## src/rtl/uart_tx_mmio.sv

```systemverilog
// uart_tx_mmio
// Memory-mapped 8N1 UART transmitter sitting beside dmem on the rv32i data
// bus. Bytes written to TXDATA are queued in a small FIFO and serialized LSB
// first onto tx. STATUS exposes FIFO level, busy and a sticky overflow flag.
// Read data is registered so it lines up with dmem's synchronous read.
//
// Ports:
//   clk            system clock
//   rst            asynchronous active-high reset
//   addr[31:0]     data-bus byte address
//   din[31:0]      write data
//   we0/we1/we2    write enables; any one high means a write
//   dout[31:0]     registered STATUS read data, 0 for any other address
//   sel            registered: previous-cycle addr hit TXDATA or STATUS
//   tx             serial output, idle high, driven from a flop
//
// STATUS: bit0 full, bit1 empty, bit2 busy, bit3 ovf (write 1 to clear),
//         bits[12:4] FIFO count, all other bits 0.
module uart_tx_mmio #(
  parameter int          CLKS_PER_BIT = 1085,
  parameter logic [31:0] BASE_ADDR    = 32'h0001_0000,
  parameter int          FIFO_DEPTH   = 16
) (
  input  logic        clk,
  input  logic        rst,
  input  logic [31:0] addr,
  input  logic [31:0] din,
  input  logic        we0,
  input  logic        we1,
  input  logic        we2,
  output logic [31:0] dout,
  output logic        sel,
  output logic        tx
);

  localparam int          AW          = $clog2(FIFO_DEPTH);
  localparam int          BW          = (CLKS_PER_BIT > 1) ? $clog2(CLKS_PER_BIT) : 1;
  localparam logic [31:0] STATUS_ADDR = BASE_ADDR + 32'd4;
  localparam logic [BW-1:0] BAUD_LAST = BW'(CLKS_PER_BIT - 1);

  localparam logic [1:0] ST_IDLE  = 2'd0;
  localparam logic [1:0] ST_START = 2'd1;
  localparam logic [1:0] ST_DATA  = 2'd2;
  localparam logic [1:0] ST_STOP  = 2'd3;

  // Bus decode
  logic wr_en;
  logic txdata_hit;
  logic status_hit;

  assign wr_en      = we0 | we1 | we2;
  assign txdata_hit = (addr[31:2] == BASE_ADDR[31:2]);
  assign status_hit = (addr[31:2] == STATUS_ADDR[31:2]);

  // Byte lanes above the data byte and the low address bits are not decoded.
  logic unused_bits;
  assign unused_bits = ^{addr[1:0], din[31:8]};

  // FIFO: pointers carry one extra wrap bit so full and empty are distinct.
  logic [7:0]  mem [FIFO_DEPTH];
  logic [AW:0] wr_ptr_reg;
  logic [AW:0] rd_ptr_reg;
  logic [AW:0] fifo_count;
  logic        full;
  logic        empty;
  logic        push;
  logic        pop;
  logic        ovf_reg;

  assign full       = (wr_ptr_reg[AW] != rd_ptr_reg[AW]) &&
                      (wr_ptr_reg[AW-1:0] == rd_ptr_reg[AW-1:0]);
  assign empty      = (wr_ptr_reg == rd_ptr_reg);
  assign fifo_count = wr_ptr_reg - rd_ptr_reg;
  // A full FIFO drops the push even if the FSM pops in the same cycle.
  assign push       = wr_en & txdata_hit & ~full;

  // TX FSM state
  logic [1:0]    state_reg;
  logic [BW-1:0] baud_cnt_reg;
  logic [2:0]    bit_idx_reg;
  logic [7:0]    shift_reg;
  logic          tx_reg;
  logic          cnt_end;
  logic          busy;

  assign cnt_end = (baud_cnt_reg == BAUD_LAST);
  assign busy    = (state_reg != ST_IDLE);
  // Pops happen from IDLE, or at the end of STOP to chain frames with no gap.
  assign pop     = ~empty & ((state_reg == ST_IDLE) |
                             ((state_reg == ST_STOP) & cnt_end));

  always_ff @(posedge clk) begin
    if (push) begin
      mem[wr_ptr_reg[AW-1:0]] <= din[7:0];
    end
  end

  always_ff @(posedge clk or posedge rst) begin
    if (rst) begin
      wr_ptr_reg <= '0;
      rd_ptr_reg <= '0;
      ovf_reg    <= 1'b0;
    end else begin
      if (push) begin
        wr_ptr_reg <= wr_ptr_reg + {{AW{1'b0}}, 1'b1};
      end
      if (pop) begin
        rd_ptr_reg <= rd_ptr_reg + {{AW{1'b0}}, 1'b1};
      end
      if (wr_en && txdata_hit && full) begin
        ovf_reg <= 1'b1;
      end else if (wr_en && status_hit && din[3]) begin
        ovf_reg <= 1'b0;
      end
    end
  end

  // tx is registered with the level of the state being entered, so the line
  // changes on the same edge as the state and never sees bus inputs directly.
  always_ff @(posedge clk or posedge rst) begin
    if (rst) begin
      state_reg    <= ST_IDLE;
      baud_cnt_reg <= '0;
      bit_idx_reg  <= '0;
      shift_reg    <= '0;
      tx_reg       <= 1'b1;
    end else begin
      case (state_reg)
        ST_IDLE: begin
          tx_reg <= 1'b1;
          if (!empty) begin
            shift_reg    <= mem[rd_ptr_reg[AW-1:0]];
            baud_cnt_reg <= '0;
            state_reg    <= ST_START;
            tx_reg       <= 1'b0;
          end
        end
        ST_START: begin
          if (cnt_end) begin
            baud_cnt_reg <= '0;
            bit_idx_reg  <= 3'd0;
            state_reg    <= ST_DATA;
            tx_reg       <= shift_reg[0];
          end else begin
            baud_cnt_reg <= baud_cnt_reg + BW'(1);
          end
        end
        ST_DATA: begin
          if (cnt_end) begin
            baud_cnt_reg <= '0;
            shift_reg    <= {1'b0, shift_reg[7:1]};
            if (bit_idx_reg == 3'd7) begin
              state_reg <= ST_STOP;
              tx_reg    <= 1'b1;
            end else begin
              bit_idx_reg <= bit_idx_reg + 3'd1;
              tx_reg      <= shift_reg[1];
            end
          end else begin
            baud_cnt_reg <= baud_cnt_reg + BW'(1);
          end
        end
        ST_STOP: begin
          if (cnt_end) begin
            baud_cnt_reg <= '0;
            if (!empty) begin
              shift_reg <= mem[rd_ptr_reg[AW-1:0]];
              state_reg <= ST_START;
              tx_reg    <= 1'b0;
            end else begin
              state_reg <= ST_IDLE;
              tx_reg    <= 1'b1;
            end
          end else begin
            baud_cnt_reg <= baud_cnt_reg + BW'(1);
          end
        end
        default: begin
          state_reg <= ST_IDLE;
          tx_reg    <= 1'b1;
        end
      endcase
    end
  end

  // Read side: snapshot of the state before this edge's updates.
  logic [31:0] status_word;
  logic [31:0] dout_reg;
  logic        sel_reg;

  assign status_word = {19'd0, 9'(fifo_count), ovf_reg, busy, empty, full};

  always_ff @(posedge clk or posedge rst) begin
    if (rst) begin
      dout_reg <= '0;
      sel_reg  <= 1'b0;
    end else begin
      dout_reg <= status_hit ? status_word : 32'd0;
      sel_reg  <= txdata_hit | status_hit;
    end
  end

  assign dout = dout_reg;
  assign sel  = sel_reg;
  assign tx   = tx_reg;

endmodule

```

## config.mk

```make
export PLATFORM = sky130hd
export DESIGN_NAME = uart_tx_mmio
export DESIGN_NICKNAME = d
export VERILOG_FILES = /design/src/rtl/uart_tx_mmio.sv
export SDC_FILE = /design/constraint.sdc
export NUM_CORES = 1
export LEC_CHECK = 0
export BUFFER_PORTS_ARGS = -buffer_cell sky130_fd_sc_hd__buf_2
export CORE_ASPECT_RATIO = 0.6
export CORE_MARGIN = 5
export CORE_UTILIZATION = 54
export CTS_BUF_LIST = sky130_fd_sc_hd__clkbuf_2 sky130_fd_sc_hd__clkbuf_4 sky130_fd_sc_hd__clkbuf_8
export DETAILED_ROUTE_END_ITERATION = 7
export GPL_TIMING_DRIVEN = 0
export PLACE_DENSITY = 0.79
export SLEW_MARGIN = 20
export SYNTH_ARGS = -nofsm -noshare
export SYNTH_HDL_FRONTEND = slang
export SYNTH_SLANG_ARGS = --single-unit
```

## constraint.sdc

```tcl
create_clock -name clk -period 2.7 [get_ports clk]
set_input_delay 0.405 -clock clk [delete_from_list [all_inputs] [get_ports clk]]
set_output_delay 0.405 -clock clk [all_outputs]
set_load 0.01 [all_outputs]
```

Word-level counts from Yosys, hierarchy flattened
Memory sizes are Yosys's and may differ from the RTL's.
Index checks and enable logic that the tools add are counted.
{ "word_totals": {"memories": 1, "ram_bits": 128, "word_cells": 86, "out_inout_bits": 34, "reg_bits": 46} }
{ "op_classes": {"n_eq_ne": 16, "n_reduce_logical": 15, "bitwise_logic": 10, "addsub": 5, "n_mux": 29} }
{ "mem_list": {"columns": ["memory", "words", "width", "read_ports", "rd_ports_with_merged_regs", "wr", "line", "rtl"], "rows": [
  ["mem", 16, 8, 1, 0, 1, "60", "logic [7:0] mem [FIFO_DEPTH];"]
]} }
{ "ops": {"columns": ["operator", "n"], "rows": [
  ["30-bit by 15-bit == test with 1-bit output (second input constant)", 2],
  ["8-bit 2-to-1 mux", 3],
  ["8-bit one-hot mux with 3 select lines", 1],
  ["11-bit 2-to-1 mux", 2],
  ["11-bit one-hot mux with 2 select lines", 1],
  ["2-bit inequality test (second input constant)", 6],
  ["11-bit by 1-bit adder with 11-bit output (second input constant)", 1],
  ["11-bit == test (second input constant)", 1],
  ["5-bit by 1-bit adder with 5-bit output (second input constant)", 2],
  ["1-bit 2-to-1 mux", 10],
  ["2-bit 2-to-1 mux", 5],
  ["3-bit 2-to-1 mux", 3],
  ["9-bit 2-to-1 mux", 1],
  ["2-bit one-hot mux with 4 select lines", 1],
  ["3-bit one-hot mux with 2 select lines", 1],
  ["3-bit AND reduction", 2],
  ["2-bit nonzero test", 3],
  ["5-bit == test", 1],
  ["1-bit logical AND", 5],
  ["5-bit AND reduction", 1],
  ["5-bit subtractor", 1],
  ["1-bit AND", 4],
  ["2-bit == test (second input constant)", 2],
  ["4-bit == test", 1],
  ["11 further kinds", 15]
]} }

Logic depth before layout (Yosys ltp)
Gate-level depths: netlist (run 1).
{ "logic_depth": {"word_depth": 6, "depth_mapped": 12, "mapped_depth_nobuf": 8} }

Worst setup path before layout (run 1)
OpenSTA, ideal clock, no wires.
{ "synth_timing": {"kind": "reg-to-reg", "start": "register rd_ptr_reg[1]", "end": "memory mem[3][0], enable pin", "stages_incl_launch_ff": 11, "setup_slack_ns": -0.300, "required_time_ns": 2.317, "n_path_buf": 4, "t_arrival_ns": 2.616, "cell_sequence": "dfrtp_1 > buf_2 > buf_2 > buf_2 > inv_1 > ha_1 > and4_1 > clkbuf_1 > nand2_1 > nand4b_1 > nor3_1"} }
{ "synth_via": {"elab_chain_cells": 6} }
{ "synth_lines": {"columns": ["element", "line", "rtl"], "rows": [
  ["start, declared", "62", "logic [AW:0] rd_ptr_reg;"],
  ["start signal, assigned", "108", "rd_ptr_reg <= rd_ptr_reg + {{AW{1'b0}}, 1'b1};"],
  ["4-bit == test", "71", "(wr_ptr_reg[AW-1:0] == rd_ptr_reg[AW-1:0]);"],
  ["1-bit logical AND", "70", "assign full = (wr_ptr_reg[AW] != rd_ptr_reg[AW]) &&"],
  ["1-bit NOT", "75", "assign push = wr_en & txdata_hit & ~full;"],
  ["1-bit AND", "75", null],
  ["1-bit 2-to-1 mux", "93", "if (push) begin"],
  ["1-bit 2-to-1 mux (implied by the code)", "94", "mem[wr_ptr_reg[AW-1:0]] <= din[7:0];"],
  ["end, declared", "60", null]
]} }
No other way between the ends.

Worst setup path in the final report (run 1)
{ "layout_timing": {"start": "register rd_ptr_reg[1]", "end": "memory mem[0][5], enable pin"} }
Same word-level chain as after synthesis.

==> results.txt, run 1 <==
# setup viols final -> 0
Max Root-Sink Buffers -> 2
Final nets -> 706
Boundary Pins -> 103
DP HPWL -> 11400 microns
WL/cell -> 20.4 microns
Max rail drop VDD -> 0.377 mV
DRC -> 0
I/O Buffers -> 53
Pwr Total -> 0.00512 W
EDFF count, synth -> 128
Vias -> 4678
PwrDens -> 570 nW/um^2
Mapped Avg Cell Area -> 15.1 sq um
Crit. Startpoint -> rd_ptr_reg[1]
Top-area cell type share of the netlist area -> 50.7%
CP max FO -> 8
Largest area contributor in the netlist -> edfxtp_1
Status -> completed
Total clock sinks -> 174
Worst min path class -> in2reg
Die H -> 102 microns
Crit path kind -> reg2reg
P_sw -> 0.00126 W
LEAKAGE -> 3.39 nW
Hold Path Cell Cnt -> 4
Fill cell count -> 920
Total core area -> 13700 sq um
Chip width -> 163 microns
Largest net degree at the start of global routing -> 35
Fin crit share -> 94.2%
Num CTS Buffers -> 17
Pre-antenna DRT Iters -> 5
Library cells used by synthesis -> 51
Synthesis-to-finish area growth -> 18.4%
Tmin final -> 2.54 ns
DRT iter0 DRCs -> 458
Sequential share of power -> 57.8%
Switch share -> 24.6%
Starting Density -> 55.3%
Worst Max-Slew Pin Slew -> 0.794 ns
Register area share after synthesis -> 65.9%
# diodes -> 0
Worst Min Path Start -> addr[8]
Fmax -> 0.393 GHz
CTS tree -> done
Warnings from Yosys -> 0
Rel. slew slack -> 47.1%
Slew Viols, Final -> 0
Synth top area cells -> edfxtp_1 (51%), dfrtp_1 (15%), mux4_2 (7.7%), ha_1 (3.1%), buf_4 (2.4%)
Htree depth -> 4
DR vias/cell -> 5.69
GRT Total Usage -> 20.8%
Main synth FF type -> edfxtp_1
R2r worst-path depth -> 10
Clk root buf -> clkbuf_8
Vias in the first global route -> 4623
GR Overflow Total -> 0
FFs w/ async S/R, synth -> 26.4%
Final hold violations -> 0
RR Startpoint -> rd_ptr_reg[1]
Total Routed Length -> 16800 microns
Unrepaired setup endpoints after global routing -> false
Max-cap violations -> 0
Internal -> 0.00386 W
Largest register FFs -> 128
CP Data Arrival Time -> 2.72 ns
First-pass GRT wire length -> 25800 microns
Post-DRT Antenna Nets -> 0
Setup WS post-layout -> 0.157 ns
Commonest cells in the netlist -> edfxtp_1 (128), dfrtp_1 (45), nor2_1 (41), mux4_2 (26), nand2_1 (25)
Proportion of layout cells with a drive suffix above 1 -> 30.5%
Seq cells post-synth -> 174
Clock Skew -> 0.0113 ns
Worst skew pair latency -> 0.46 ns
Gate power share -> 8.3%
Clk network pwr share -> 33.9%
Cells after synthesis -> 503
GP Congestion -> 0.844
FP Rows -> 33
Startpoint type of the worst setup path -> flop
Initial antenna violation count -> 0
Top-count cell post-synth -> edfxtp_1
Worst-path clk slew -> 0.09 ns
CP Capture Type -> flop
Die area -> 16600 sq um
Mapped cell area -> 7580 sq um
Required time of the critical path -> 2.88 ns
Worst slack, placed -> -1.00 ns
stage by stage:
| step | TNS (ns) | utilization, % | hold slack (ns) | instance area [sq um] | cells |
|---|---|---|---|---|---|
| global placement | -104.49 | 59.8 | 0.466 | 8200 | 770 |
| detailed placement | -126.08 | 60.0 | 0.383 | 8220 | 771 |
| floorplan | -7.42 | - | 0.451 | 7690 | 525 |
| CTS | 0 | 65.3 | 0.256 | 8940 | 819 |
| finish | 0 | 65.5 | 0.274 | 8980 | 822 |
| global route | 0 | 65.5 | 0.284 | 8980 | 822 |
repair_timing:
item | CTS | global route
endpoints found under the setup margin | 159 | 139
resized for setup | 32 | 4
hold buffers | 1 | 0
setup buffers | 16 | 4
pin swaps | 14 | 0
endpoints found under the hold margin | 12 | 0
final cells by class:
type | count | area (sq um) | share of cell area [%]
plain buffers | 41 | 275 | 3.07
clock buffers | 18 | 241 | 2.69
clock inverters | 14 | 134 | 1.49
inverters | 15 | 56.3 | 0.627
multi-input cells | 293 | 2490 | 27.7
flip-flops and latches | 174 | 5000 | 55.7
well taps | 192 | 240 | 2.68
repair buffers | 75 | 546 | 6.08
metal layers:
metal	global-route usage [%]	vias up	routed length, microns
met4	6.06	0	208
met3	4.88	18	1480
li1	-	2099	-
met1	30.4	2355	7320
met5	0	-	0
met2	31.9	206	7760
final timing paths:
kind | slack [ns] | endpoint
max | 0.16 | mem[0][5]
max reg2reg | 0.16 | mem[0][5]
min in group asynchronous | 0.45 | ovf_reg
min reg2reg | 0.49 | tx
max in group asynchronous | 1.70 | tx
min | 0.27 | sel
cells by family (layout without fill, tap and decap cells):
group,after synthesis,count (layout),synth area share (%)
mux,40,40,9.60
buf+inv,58,163,4.22
simple gates,127,127,8.60
other cells,1,23,0.0494
xor+xnor,22,22,2.54
compound gates,61,61,5.71
flops,174,174,65.9
fa+ha+maj,20,20,3.40
layout by cell type (no fill, tap or decap), types with 14 or more instances in the layout:
master,instances
buf_4,38
o22ai_1,14
dfrtp_1,45
o21ai_0,14
edfxtp_1,128
inv_1,14
nand2_1,24
nor2_1,30
clkbuf_8,17
buf_2,59
mux4_2,26
conb_1,23
ha_1,19
critical path: stages (launching register included):
cell	delay [ns]
dfrtp_1	0.39
buf_4	0.17
buf_12	0.13
inv_1	0.11
ha_1	0.26
and4_2	0.31
nand2_4	0.14
nand4b_1	0.11
buf_4	0.22
nor3_4	0.20
buf_4	0.20
power by group through the flow:
stage | Sequential (W) | Clock, W | Combinational [W]
global placement | 0.00301 | 0 | 0.000399
CTS | 0.00296 | 0.00174 | 0.000421
floorplan | 0.00301 | 0 | 0.000283
global route | 0.00296 | 0.00187 | 0.000468
finish | 0.00296 | 0.00173 | 0.000426
detailed placement | 0.00302 | 0 | 0.000420
No activity file was read; power rests on OpenSTA's default activity.
==> inputs of run 2 (changes only) <==
ABC_AREA = 1   (was default)
PLACE_DENSITY = 0.78   (was 0.79)
==> run 2 against run 1 <==
  * Critical path type unchanged
  * Combinational power fell by 69%
  * Largest power group unchanged
  * Die area rose by 6.0%
  * First-iteration DRC count rose by 61%
  * Count of clock-buffer cells in the layout rose by 2
==> results.txt, run 2 <==
Post-DRT Antenna Nets -> 0 (unchanged)
Vias in the first global route -> 5560 (was 4623)
Initial antenna violation count -> 0 (unchanged)
LEAKAGE -> 3.90 nW (was 3.39 nW)
Buf/Inv on CP -> 7 (was 5)
Seq cells post-synth -> 174 (unchanged)
Main synth FF type -> edfxtp_1 (unchanged)
Startpoint type of the worst setup path -> flop (unchanged)
Commonest cells in the netlist -> nand2_1 (166), nor2_1 (151), edfxtp_1 (128), nand3_1 (58), dfrtp_1 (45) (was edfxtp_1 (128), dfrtp_1 (45), nor2_1 (41), mux4_2 (26), nand2_1 (25))
Synthesis-to-finish area growth -> 16.7% (was 18.4%)
Post-Route Utilization -> 64.6% (was 65.5%)
I/O Buffers -> 53 (unchanged)
Register area -> 5000 sq um (unchanged)
GR Overflow Total -> 0 (unchanged)
Pre-antenna DRT Iters -> 5 (unchanged)
GRT Total Usage -> 22.5% (was 20.8%)
Worst Max-Slew Pin Slew -> 0.737 ns (was 0.794 ns)
Cell chain of the critical path -> clkbuf_4, inv_2, buf_6, ha_1, nand2_1, nor2_4, inv_1, nor2_2, inv_2, nand3_2, clkinv_4, nand2_4, nor2_4, buf_12 (was buf_4, buf_12, inv_1, ha_1, and4_2, nand2_4, nand4b_1, buf_4, nor3_4, buf_4)
Largest register FFs -> 128 (unchanged)
Required time of the critical path -> 2.86 ns (was 2.88 ns)
Post-route design area -> 9430 sq um (was 8980 sq um)
Tmin final -> 2.61 ns (was 2.54 ns)
# setup viols final -> 0 (unchanged)
Library cells used by synthesis -> 41 (was 51)
GP Congestion -> 0.902 (was 0.844)
Crit path kind -> reg2reg (unchanged)
CP Data Arrival Time -> 2.78 ns (was 2.72 ns)
FP Rows -> 34 (was 33)
PwrDens -> 507 nW/um^2 (was 570 nW/um^2)
CP Capture Type -> flop (unchanged)
Die area -> 17600 sq um (was 16600 sq um)
CTS Hold Bufs -> 0 (was 1)
Commonest non-fill, non-tap cells in the layout -> nand2_1 (166), nor2_1 (137), edfxtp_1 (128), buf_2 (64), nand3_1 (58) (was edfxtp_1 (128), buf_2 (59), dfrtp_1 (45), buf_4 (38), nor2_1 (30))
Clock Skew -> 0.0180 ns (was 0.0113 ns)
Mapped Avg Cell Area -> 10.1 sq um (was 15.1 sq um)
Worst-path clk slew -> 0.10 ns (was 0.09 ns)
Multi-input gate area -> 2850 sq um (was 2490 sq um)
First-pass GRT wire length -> 30400 microns (was 25800 microns)
Register area share after synthesis -> 61.8% (was 65.9%)
Clk root buf -> clkbuf_8 (unchanged)
Slew Viols, Final -> 0 (unchanged)
Pwr Total -> 0.00478 W (was 0.00512 W)
FFs w/ async S/R, synth -> 26.4% (unchanged)
Total clock sinks -> 174 (unchanged)
Top-count cell post-synth -> nand2_1 (was edfxtp_1)
Crit path largest cell delay -> 0.40 ns (was 0.39 ns)
Max-cap violations -> 0 (unchanged)
Die H -> 105 microns (was 102 microns)
Area after DPL -> 8710 sq um (was 8220 sq um)
Unrepaired setup endpoints after global routing -> false (unchanged)
# diodes -> 0 (unchanged)
WL/cell -> 17.6 microns (was 20.4 microns)
DRT iter0 DRCs -> 737 (was 458)
DR vias/cell -> 5.41 (was 5.69)
Slowest cell on crit path -> dfrtp_1 (unchanged)
Mapped cell area -> 8080 sq um (was 7580 sq um)
Largest area contributor in the netlist -> edfxtp_1 (unchanged)
Cells after synthesis -> 800 (was 503)
Fin cells -> 1115 (was 822)
Total Routed Length -> 19700 microns (was 16800 microns)
Fill cell count -> 1123 (was 920)
CP max FO -> 11 (was 8)
CTS tree -> done (unchanged)
Warnings from Yosys -> 0 (unchanged)
EDFF count, synth -> 128 (unchanged)
Family with the most delay on the worst path -> buffers and inverters (unchanged)
DP HPWL -> 13300 microns (was 11400 microns)
Rel. slew slack -> 50.7% (was 47.1%)
Placed Cells -> 1074 (was 771)
Top-area cell type share of the netlist area -> 47.6% (was 50.7%)
Htree depth -> 4 (unchanged)
Chip width -> 168 microns (was 163 microns)
Largest net degree at the start of global routing -> 30 (was 35)
Worst skew pair latency -> 0.46 ns (about the same)
Status -> completed (unchanged)
Num CTS Buffers -> 17 (unchanged)
Total core area -> 14600 sq um (was 13700 sq um)
Synth top area cells -> edfxtp_1 (48%), dfrtp_1 (14%), nand2_1 (7.7%), nor2_1 (7.0%), nand3_1 (3.6%) (was edfxtp_1 (51%), dfrtp_1 (15%), mux4_2 (7.7%), ha_1 (3.1%), buf_4 (2.4%))
Final nets -> 995 (was 706)
Fin crit share -> 96.8% (was 94.2%)
Worst min path class -> in2async (was in2reg)
Vias -> 6037 (was 4678)
Max Root-Sink Buffers -> 2 (unchanged)
Final hold violations -> 0 (unchanged)
Most common cell after layout, fill and taps aside -> nand2_1 (was edfxtp_1)
Starting Density -> 55.4% (was 55.3%)
Max rail drop VDD -> 0.338 mV (was 0.377 mV)
Fmax -> 0.383 GHz (was 0.393 GHz)
Boundary Pins -> 103 (unchanged)
DRC -> 0 (unchanged)
Proportion of layout cells with a drive suffix above 1 -> 20.2% (was 30.5%)
[run 2: cell types whose count changed after synthesis, moves of 8 or more]
cell     before  now
nand2_1      25  166
mux4_2       26    0
inv_1        15   31
mux2i_1      12    0
nand3_1       7   58
o21ai_1       0   24
nor2_1       41  151
o22ai_1      14    1
xor2_1       12    4
o21ai_0      14   43
[run 2: repair_timing]
item                                    CTS  global route
endpoints found under the setup margin  128           111
gates resized for setup                  33             8
gates cloned                              0             0
pin swaps                                 8             3
endpoints found under the hold margin     0             0
setup buffers                             9             3
[run 2: per-layer routing]
metal	GRT usage, %	part of all wire [%]	vias up
met5	0	0	-
met4	5.33	1.0	0
met3	6.19	12	21
met2	31.5	42	350
met1	35.0	45	2824
li1	-	-	2842
[run 2: cell families (layout without fill, tap and decap cells)]
kind of cell | count (synthesis) | count (layout) | synth area share [%]
AND/OR/NAND/NOR | 414 | 414 | 22.0
flip-flops | 174 | 174 | 61.8
buffers and inverters | 92 | 187 | 5.76
AO/OA/AOI/OAI | 87 | 87 | 5.65
adder cells (fa/ha/maj) | 20 | 20 | 3.19
XOR/XNOR | 12 | 12 | 1.53
other | 1 | 23 | 0.0464
[run 2: power by group]
| group | internal, W | leakage (nW) | switching [W] |
|---|---|---|---|
| sequential | 0.00287 | 1.73 | 0.0000000000119 |
| clock | 0.000843 | 0.181 | 0.000933 |
| combinational | 0.0000511 | 1.99 | 0.0000805 |
| total | 0.00376 | 3.90 | 0.00101 |
[run 2: final cells by class]
| cell class | instances | share of cell area, % |
|---|---|---|
| Tap cell | 198 | 2.63 |
| Inverter | 41 | 1.70 |
| Multi-Input combinational cell | 556 | 30.2 |
| Clock inverter | 10 | 1.23 |
| Buffer | 50 | 3.33 |
| Timing Repair Buffer | 66 | 5.25 |
| Clock buffer | 20 | 2.72 |
| Sequential cell | 174 | 53.0 |
[run 2: worst register-to-register path, stage by stage, from the launching register on]
cell	delay, ns
dfrtp_1	0.40
clkbuf_4	0.19
inv_2	0.13
buf_6	0.19
ha_1	0.26
nand2_1	0.15
nor2_4	0.04
inv_1	0.06
nor2_2	0.05
inv_2	0.08
nand3_2	0.17
clkinv_4	0.16
nand2_4	0.13
nor2_4	0.16
buf_12	0.16
[run 2: path summary, 6_finish.rpt]
| path | from | to | slack, ns | cells after the start |
|---|---|---|---|---|
| max | rd_ptr_reg[1] | mem[12][3] | 0.09 | 14 |
| min | rst | sel | 0.03 | 2 |
| max reg2reg | rd_ptr_reg[1] | mem[12][3] | 0.09 | 14 |
| min reg2reg | shift_reg[3] | shift_reg[3] | 0.49 | 2 |
| max in group asynchronous | rst | shift_reg[3] | 2.12 | 3 |
| min in group clk | addr[10] | sel | 0.34 | 6 |
[run 2: metrics by stage]
step / setup WS [ns] / TNS, ns / hold slack [ns]
after floorplan: 0.110 / 0 / 0.450
after global placement: -0.795 / -55.83 / 0.462
after detailed placement: -0.605 / -57.15 / 0.469
after CTS: -0.0609 / -0.811 / 0.0405
after global routing: 0.0218 / 0 / 0.0835
final: 0.0864 / 0 / 0.0276
